`src/rtl/score_display_pkg.sv`:
```
// Shared types and constants for the score display path: segment patterns,
// FSM state encodings and the double-dabble step helper.
package score_display_pkg;

    localparam int SCORE_W = 8;

    typedef enum logic [1:0] {
        ST_IDLE  = 2'd0,
        ST_SHIFT = 2'd1,
        ST_DONE  = 2'd2
    } state_t;

    // Active-low patterns, bit order {dp,g,f,e,d,c,b,a}; dp held off.
    localparam logic [7:0] SEG_0     = 8'hC0;
    localparam logic [7:0] SEG_1     = 8'hF9;
    localparam logic [7:0] SEG_2     = 8'hA4;
    localparam logic [7:0] SEG_3     = 8'hB0;
    localparam logic [7:0] SEG_4     = 8'h99;
    localparam logic [7:0] SEG_5     = 8'h92;
    localparam logic [7:0] SEG_6     = 8'h82;
    localparam logic [7:0] SEG_7     = 8'hF8;
    localparam logic [7:0] SEG_8     = 8'h80;
    localparam logic [7:0] SEG_9     = 8'h90;
    localparam logic [7:0] SEG_BLANK = 8'hFF;

    // One double-dabble iteration: correct each BCD nibble, then shift left.
    function automatic logic [19:0] dabble_step(input logic [19:0] v);
        logic [19:0] a;
        a = v;
        for (int i = 0; i < 3; i++) begin
            if (a[8+4*i +: 4] >= 4'd5) begin
                a[8+4*i +: 4] = a[8+4*i +: 4] + 4'd3;
            end else begin
                a[8+4*i +: 4] = a[8+4*i +: 4];
            end
        end
        return {a[18:0], 1'b0};
    endfunction

endpackage

```
`src/rtl/score_display_seg7_decode.sv`:
```
// Combinational BCD nibble to active-low 7-segment pattern, with forced blank.
import score_display_pkg::*;

module seg7_decode (
    input  logic [3:0] i_digit,
    input  logic       i_blank,
    output logic [7:0] o_seg
);

    // Pattern lookup; non-decimal codes and blanked digits show nothing.
    always_comb begin
        o_seg = SEG_BLANK;
        if (i_blank) begin
            o_seg = SEG_BLANK;
        end else begin
            case (i_digit)
                4'd0:    o_seg = SEG_0;
                4'd1:    o_seg = SEG_1;
                4'd2:    o_seg = SEG_2;
                4'd3:    o_seg = SEG_3;
                4'd4:    o_seg = SEG_4;
                4'd5:    o_seg = SEG_5;
                4'd6:    o_seg = SEG_6;
                4'd7:    o_seg = SEG_7;
                4'd8:    o_seg = SEG_8;
                4'd9:    o_seg = SEG_9;
                default: o_seg = SEG_BLANK;
            endcase
        end
    end

endmodule

```
`src/rtl/score_display.sv`:
```
// Score to 3-digit multiplexed 7-segment display: serial double-dabble plus scan.
// Optional build macro LEADING_ZERO_BLANK_EN blanks leading zero digits.
import score_display_pkg::*;

module score_display #(
    parameter int SCAN_DIV = 50000,
    parameter int CNT_W    = 16
) (
    input  logic         clk,
    input  logic         rst_n,
    input  logic [7:0]   score,
    input  logic         score_valid,
    output logic         busy,
    output logic [11:0]  bcd,
    output logic         bcd_valid,
    output logic [3:0]   an,
    output logic [7:0]   seg
);

    state_t             r_state, w_state_nxt;
    logic [19:0]        r_shift, w_shift_nxt;
    logic [3:0]         r_bitcnt, w_bitcnt_nxt;
    logic               r_pend_vld, w_pend_vld_nxt;
    logic [7:0]         r_pend, w_pend_nxt;
    logic [11:0]        r_bcd;
    logic               r_bcd_valid, r_busy;
    logic [CNT_W-1:0]   r_cnt;
    logic [1:0]         r_idx;
    logic [3:0]         r_an, w_an_nxt, w_digit;
    logic [7:0]         r_seg, w_seg;
    logic               w_blank;

    // Conversion FSM next-state; strobes arriving while busy park in the pending slot.
    always_comb begin
        w_state_nxt    = r_state;
        w_shift_nxt    = r_shift;
        w_bitcnt_nxt   = r_bitcnt;
        w_pend_vld_nxt = r_pend_vld;
        w_pend_nxt     = r_pend;
        case (r_state)
            ST_IDLE: begin
                if (score_valid) begin
                    w_shift_nxt    = {12'h000, score};
                    w_bitcnt_nxt   = 4'd0;
                    w_pend_vld_nxt = 1'b0;
                    w_state_nxt    = ST_SHIFT;
                end else if (r_pend_vld) begin
                    w_shift_nxt    = {12'h000, r_pend};
                    w_bitcnt_nxt   = 4'd0;
                    w_pend_vld_nxt = 1'b0;
                    w_state_nxt    = ST_SHIFT;
                end else begin
                    w_state_nxt    = ST_IDLE;
                end
            end
            ST_SHIFT: begin
                w_shift_nxt  = dabble_step(r_shift);
                w_bitcnt_nxt = r_bitcnt + 4'd1;
                if (r_bitcnt == 4'd7) begin
                    w_state_nxt = ST_DONE;
                end else begin
                    w_state_nxt = ST_SHIFT;
                end
                if (score_valid) begin
                    w_pend_vld_nxt = 1'b1;
                    w_pend_nxt     = score;
                end else begin
                    w_pend_vld_nxt = r_pend_vld;
                end
            end
            ST_DONE: begin
                if (r_pend_vld) begin
                    w_shift_nxt    = {12'h000, r_pend};
                    w_bitcnt_nxt   = 4'd0;
                    w_state_nxt    = ST_SHIFT;
                    w_pend_vld_nxt = score_valid;
                    w_pend_nxt     = score_valid ? score : r_pend;
                end else begin
                    w_state_nxt = ST_IDLE;
                    if (score_valid) begin
                        w_pend_vld_nxt = 1'b1;
                        w_pend_nxt     = score;
                    end else begin
                        w_pend_vld_nxt = 1'b0;
                    end
                end
            end
            default: begin
                w_state_nxt    = ST_IDLE;
                w_pend_vld_nxt = 1'b0;
            end
        endcase
    end

    // Conversion state, result capture and status flags.
    always_ff @(posedge clk or negedge rst_n) begin
        if (!rst_n) begin
            r_state     <= ST_IDLE;
            r_shift     <= 20'h00000;
            r_bitcnt    <= 4'd0;
            r_pend_vld  <= 1'b0;
            r_pend      <= 8'h00;
            r_bcd       <= 12'h000;
            r_bcd_valid <= 1'b0;
            r_busy      <= 1'b0;
        end else begin
            r_state     <= w_state_nxt;
            r_shift     <= w_shift_nxt;
            r_bitcnt    <= w_bitcnt_nxt;
            r_pend_vld  <= w_pend_vld_nxt;
            r_pend      <= w_pend_nxt;
            r_bcd       <= (r_state == ST_DONE) ? r_shift[19:8] : r_bcd;
            r_bcd_valid <= (r_state == ST_DONE);
            r_busy      <= (w_state_nxt != ST_IDLE);
        end
    end

    // Digit selection and leading-zero policy for the digit about to be refreshed.
    always_comb begin
        w_digit  = r_bcd[3:0];
        w_blank  = 1'b0;
        w_an_nxt = 4'b1111;
        case (r_idx)
            2'd0: begin
                w_digit  = r_bcd[3:0];
                w_an_nxt = 4'b1110;
            end
            2'd1: begin
                w_digit  = r_bcd[7:4];
                w_an_nxt = 4'b1101;
`ifdef LEADING_ZERO_BLANK_EN
                w_blank  = (r_bcd[11:4] == 8'h00);
`else
                w_blank  = 1'b0;
`endif
            end
            2'd2: begin
                w_digit  = r_bcd[11:8];
                w_an_nxt = 4'b1011;
`ifdef LEADING_ZERO_BLANK_EN
                w_blank  = (r_bcd[11:8] == 4'h0);
`else
                w_blank  = 1'b0;
`endif
            end
            default: begin
                w_digit  = r_bcd[3:0];
                w_an_nxt = 4'b1111;
            end
        endcase
    end

    seg7_decode u_decode (
        .i_digit (w_digit),
        .i_blank (w_blank),
        .o_seg   (w_seg)
    );

    // Scan divider; an/seg load together at the start of each digit slot.
    always_ff @(posedge clk or negedge rst_n) begin
        if (!rst_n) begin
            r_cnt <= '0;
            r_idx <= 2'd0;
            r_an  <= 4'b1111;
            r_seg <= SEG_BLANK;
        end else begin
            if (r_cnt == CNT_W'(SCAN_DIV - 1)) begin
                r_cnt <= '0;
                r_idx <= (r_idx == 2'd2) ? 2'd0 : r_idx + 2'd1;
            end else begin
                r_cnt <= r_cnt + {{(CNT_W-1){1'b0}}, 1'b1};
            end
            if (r_cnt == '0) begin
                r_an  <= w_an_nxt;
                r_seg <= w_seg;
            end else begin
                r_an  <= r_an;
                r_seg <= r_seg;
            end
        end
    end

    assign busy      = r_busy;
    assign bcd       = r_bcd;
    assign bcd_valid = r_bcd_valid;
    assign an        = r_an;
    assign seg       = r_seg;

endmodule
```
`config.mk`:
```
export PLATFORM = sky130hd
export DESIGN_NAME = score_display
export DESIGN_NICKNAME = d
export VERILOG_FILES = /design/src/rtl/score_display_pkg.sv /design/src/rtl/score_display_seg7_decode.sv /design/src/rtl/score_display.sv
export SDC_FILE = /design/constraint.sdc
export NUM_CORES = 1
export LEC_CHECK = 0
export BUFFER_PORTS_ARGS = -buffer_cell sky130_fd_sc_hd__clkbuf_2
export CELL_PAD_IN_SITES_DETAIL_PLACEMENT = 0
export CELL_PAD_IN_SITES_GLOBAL_PLACEMENT = 1
export CORE_AREA = 4 4 113 94
export DETAILED_ROUTE_END_ITERATION = 12
export DIE_AREA = 0 0 117 98
export GPL_ROUTABILITY_DRIVEN = 0
export PLACE_DENSITY = 0.72
export SLEW_MARGIN = 10
export SYNTH_ARGS = -nofsm -noshare
export SYNTH_HDL_FRONTEND = slang
export SYNTH_SLANG_ARGS = --single-unit
```
`constraint.sdc`:
```
create_clock -name clk -period 2.25 [get_ports clk]
set_clock_uncertainty 0.05 [all_clocks]
set_input_delay 0 -clock clk [delete_from_list [all_inputs] [get_ports clk]]
set_output_delay 0 -clock clk [all_outputs]
set_load 0.01 [all_outputs]
```
# Yosys cells after proc, flatten, opt, wreduce, memory -nomap -nowiden
# Memories as Yosys holds them, arrays and structs flattened. A register that Yosys moved wholly into a read port is not among the register bits.
# Index checks and enable logic that the tools add are counted.
# word_totals
reg_bits	79
rom_bits	112
output_inout_bits	26
mem_count	1
# op_classes
add_sub_neg	6
order_cmp	3
eq_ne	7
mux	21
reduce_logical	8
# memory_table
name	words	word_bits	rd	rd_ports_with_merged_regs	wr	line	rtl
(name not given)	16	7	1	1	0	score_display_seg7_decode.sv:16	case (i_digit)
# ops
op	count
20-bit case mux with 3 select lines	1
20-bit two-way mux	2
16-bit by 1-bit adder with 16-bit output (second input constant)	1
16-bit == test (second input constant)	1
16-bit logical NOT	1
16-bit two-way mux	1
4-bit two-way mux	4
4-bit by 3-bit >= comparator with 1-bit output (second input constant)	3
4-bit case mux with 3 select lines	1
3-bit case mux with 3 select lines	1
4-bit by 2-bit adder with 4-bit output (second input constant)	2
4-bit case mux with 2 select lines	1
2-bit case mux with 3 select lines	1
1-bit two-way mux	5
4-bit by 1-bit adder with 4-bit output (second input constant)	1
2-bit by 1-bit == test with 1-bit output (second input constant)	2
2-bit == test (second input constant)	2
4-bit by 3-bit == test with 1-bit output (second input constant)	1
2-bit logical NOT	2
2-bit two-way mux	2
3-bit by 2-bit adder with 3-bit output (second input constant)	1
3-bit two-way mux	1
3-bit nonzero test	1
2-bit by 1-bit adder with 2-bit output (second input constant)	1
6 further kinds	6

# Depth between registers and ports, before layout
# logic_depth
depth_word	4
ltp_mapped	10

# Hierarchy
# Synthesis repeated with hierarchy kept, for this count alone.
# unflattened
cells_unflattened	374
hier_area_um2	4087.7
# modules_own_cells
mod	n_inst	cells_per_inst	area_per_inst_um2
score_display	1	339	3839.9
seg7_decode	1	35	247.7

# Least setup slack after synthesis
# Ideal clock, no wire load.
# synth_timing
path_type	register to register
startpoint	register r_idx[0]
endpoint	register r_seg[1] (netlist: seg[1])
setup_ps	79
arrival_time_ps	1967
t_required_ps	2121
setup_slack_ps	154
path_stages_with_launch	11
period_less_slack_ps	2096
path_cell_list	dfrtp_1 -> inv_1 -> ha_1 -> clkbuf_1 -> nor2_1 -> a21oi_1 -> inv_1 -> ha_1 -> a21o_1 -> a21oi_1 -> o21ai_2
# synth_via
elab_chain_cells	2
# synth_lines
element	line	rtl
start: declaration	score_display.sv:28	logic [1:0] r_idx;
start signal: assignment	score_display.sv:169	r_idx <= (r_idx == 2'd2) ? 2'd0 : r_idx + 2'd1;
2-bit == test / 2-bit by 1-bit == test with 1-bit output (equally long branches)	score_display.sv:123	case (r_idx)
4-bit case mux with 2 select lines *	score_display.sv:123	
end: declaration	score_display.sv:30	logic [7:0] r_seg, w_seg;
# Every way passes the cells marked *; elsewhere a longest branch is shown, timed or not.
# A chain may end at the register's enable or synchronous reset.

# Final worst setup path
# layout_timing
startpoint	register r_cnt[10]
endpoint	register r_seg[1] (netlist: seg[1])
# layout_via
elab_chain_cells	1
# layout_lines
element	line	rtl
start: declaration	score_display.sv:27	logic [CNT_W-1:0] r_cnt;
start signal: assignment	score_display.sv:171	r_cnt <= r_cnt + {{(CNT_W-1){1'b0}}, 1'b1};
16-bit logical NOT	score_display.sv:173	if (r_cnt == '0) begin
# Every way passes these cells.

==> flow_summary.yaml <==
run_status:
  outcome: "finished, final reports clean"
logic_synthesis:
  synth_area_leaders: "dfrtp_1 43%, dfstp_2 6.7%, ha_1 6.7%, mux2_2 5.8%, nand2_1 3.5%"
  syn_avg_cell_area_um2: 10.49
  synth_edf_count: 0
  synth_most_common_cell: "dfrtp_1"
  async_flop_share_pct: 100.0
  synth-seq-cells: 77
  synth.top_cell.area_share_pct: 42.87
  synth_cell_types: 47
  netlist_instances: 373
  yosys_warnings: 0
  netlist_area_um2: 3911
  synthTopCellsByCount: "67 x dfrtp_1, 36 x nand2_1, 24 x nor2_1"
  yosysTopAreaCell: "dfrtp_1"
  yosysSeqAreaShare_pct: 49.58
  synth_flop_cell: "dfrtp_1"
global_routing:
  grt-ovfl-total: 0
  antenna_found_initial: 0
  grt_usage_pct: 14.77
  grt_first_pass_wirelength_um: 13650
  first_global_vias: 2798
  grt_max_degree: 44
routing:
  wl_per_cell_um: 14.34
  avgViaCountPerCell: 5.117
  dr.pass1.iters: 5
  drt_iter0_drc: 120
  wirelength_um: 7872
  route.detailed.drc: 0
  vias: 2809
  ant_nets: 0
cells_and_area:
  multiInputGateArea_um2: 1831
  ff_latch_area_um2: 1939
  synthToLayoutAreaGrowth_pct: 19.26
  nNetsFinal: 457
  drive_gt1_share_pct: 24.65
  final_util_pct: 49.36
  finish.instance_area_um2: 4664
  fillers: 870
  diodes: 0
timing:
  rsz0062_at_grt: "no"
  setup_violations: 0
  relSlewSlack_pct: 59.29
  finalMaxSlewViolations: 0
  period_share_pct: 91.71
  layout_min_cycle_time_ns: 2.064
  setup-tns-final_ns: 0
  max_freq_mhz: 484.6
  worst_pin_slew_ns: 0.6106
  hold_viol: 0
clock_tree:
  clockRootBuffer: "clkbuf_16"
  cts_sinks: 77
  cts_max_path_buffers: 2
  clk_latency_ns: 0.33
  post_cts_buffers: 0
  h-tree-depth: 3
  cts_buffers: 9
  path_clk_slew_ns: 0.06
  cts_tree: "built"
power_and_ir_drop:
  power.density_nw_per_um2: 1080
  swShare_pct: 33.11
  pwr-share-clk_pct: 30.3
  power_frac_comb_pct: 30.0
  finalPower_mw: 5.040
  p_leak_nw: 2.114
  seq_power_share_pct: 39.8
  ir_drop_mv: 0.3914
  internal_power_mw: 3.371
  p_switching_mw: 1.669
worst_setup_path:
  path_cells: "or4_4, nor4_4, nand3_4, nand2b_1, o21ai_2"
  crit_family: "simple AND/OR/NAND/NOR gates"
  crit_fanout: 18
  crit_type: "register to register"
  worstSetupEndpointType: "register"
  crit_buf_inv: 0
  required_ns: 2.46
  crit_arrival_ns: 2.27
  critPathSlowestCell: "or4_4"
  max_stage_delay_ns: 0.56
  crit_path_start_kind: "register"
die:
  die_h_um: 98
  num_rows: 32
  design.core.area_um2: 9449
  io_pins: 37
  fp.dieW_um: 117
  initial_core_util_pct: 41.39
  fp.dieArea_um2: 11470
flow_run:
  cap_violations: 0
placement:
  dp_hpwl_um: 5542
  port_buffers: 34
  placed_cell_area_um2: 4250
worst_hold_path:
  hold_path.class: "input pin to asynchronous set/reset pin"
-- per-layer routing --
metal  global-route usage [%]  wire length (um)
met1                    21.42              4017
met2                    21.99              3496
met3                    3.717               289
met4                    3.968                70
met5                        0                 0
-- state kept, by name, indices dropped and copies added, names as in the netlist, 2 cells and up --
register	count
r_pend	8
r_state	2
r_cnt	16
r_shift	20
bcd	12
an	3
seg	7
r_idx	2
r_bitcnt	4
-- through the flow --
step	cells	hold slack, ns	setup WS [ns]
6_report	549	0.1577	0.1865
5_1_grt	549	0.2315	0.005809
4_1_cts	549	0.1837	0.09059
3_5_place_dp	523	-0.0001540	0.1098
3_3_place_gp	523	-0.008882	0.1559
2_1_floorplan	374	-0.3456	0.1544
-- cell type report --
cell class	count	area share, %
timing repair buffer	55	7.886
clock inverter	4	1.583
clock buffer	12	5.070
tap	119	3.192
sequential	77	41.58
multi-input combinational	264	39.24
inverter	18	1.448
-- power groups by stage --
| stage | combinational (mW) | sequential, mW | clock [mW] |
|---|---|---|---|
| 6_report | 1.51 | 2.00 | 1.52 |
| 5_1_grt | 1.72 | 2.05 | 1.62 |
| 4_1_cts | 1.53 | 2.01 | 1.56 |
| 3_5_place_dp | 1.51 | 2.03 | 0 |
| 3_3_place_gp | 1.49 | 2.02 | 0 |
| 2_1_floorplan | 1.06 | 1.98 | 0 |
-- worst paths after layout --
kind	start	end	slack [ns]	cells after the start
max reg2reg	r_cnt[10]$_DFF_PN0_	seg[1]$_DFFE_PN1N_	0.19	5
max in group asynchronous	rst_n	seg[0]$_DFFE_PN1N_	1.31	3
min	rst_n	r_pend[3]$_DFFE_PN0P_	0.16	2
max	r_cnt[10]$_DFF_PN0_	seg[1]$_DFFE_PN1N_	0.19	5
min in group clk	score[4]	r_pend[4]$_DFFE_PN0P_	0.41	3
min reg2reg	seg[1]$_DFFE_PN1N_	seg[1]$_DFFE_PN1N_	0.41	2
-- cell usage in the layout, fill, tap and decap left out, types with 3 or more instances in the layout --
cell type,Yosys,final
dfrtp_1,67,67
nand2_1,36,36
clkbuf_2,0,33
nor2_1,24,24
a21oi_1,22,21
ha_1,21,21
mux2_2,20,20
inv_1,18,18
o21ai_0,18,18
o21ai_1,13,13
xnor2_1,12,12
buf_4,2,11
dfstp_2,10,10
dlygate4sd3_1,0,10
clkbuf_16,0,9
a22oi_1,7,7
nor3_1,7,7
nand3_1,7,7
nand2b_1,7,7
xor2_1,7,7
a222oi_1,7,7
nor2b_1,6,6
and2_1,5,5
nand2_2,4,4
o21ai_2,4,4
a22o_1,4,4
o22ai_1,3,3
a31oi_1,3,3
clkbuf_1,9,3
-- cell families (layout without fill, tap and decap cells) --
group	after synthesis	in the layout	synth area share [%]
buf+inv	33	89	3.806
mux	21	21	6.014
compound gates	89	89	14.52
other cells	1	2	0.09588
flops	77	77	49.58
xor+xnor	19	19	4.255
fa+ha+maj	21	21	6.718
simple gates	112	112	15.00
-- timing repair --
item | 4_1_cts | 5_1_grt
resized for setup | 0 | 1
setup endpoints to repair | 0 | 3
hold buffers | 10 | 0
hold endpoints to repair | 58 | 0
No activity file was read; power rests on OpenSTA's default activity.
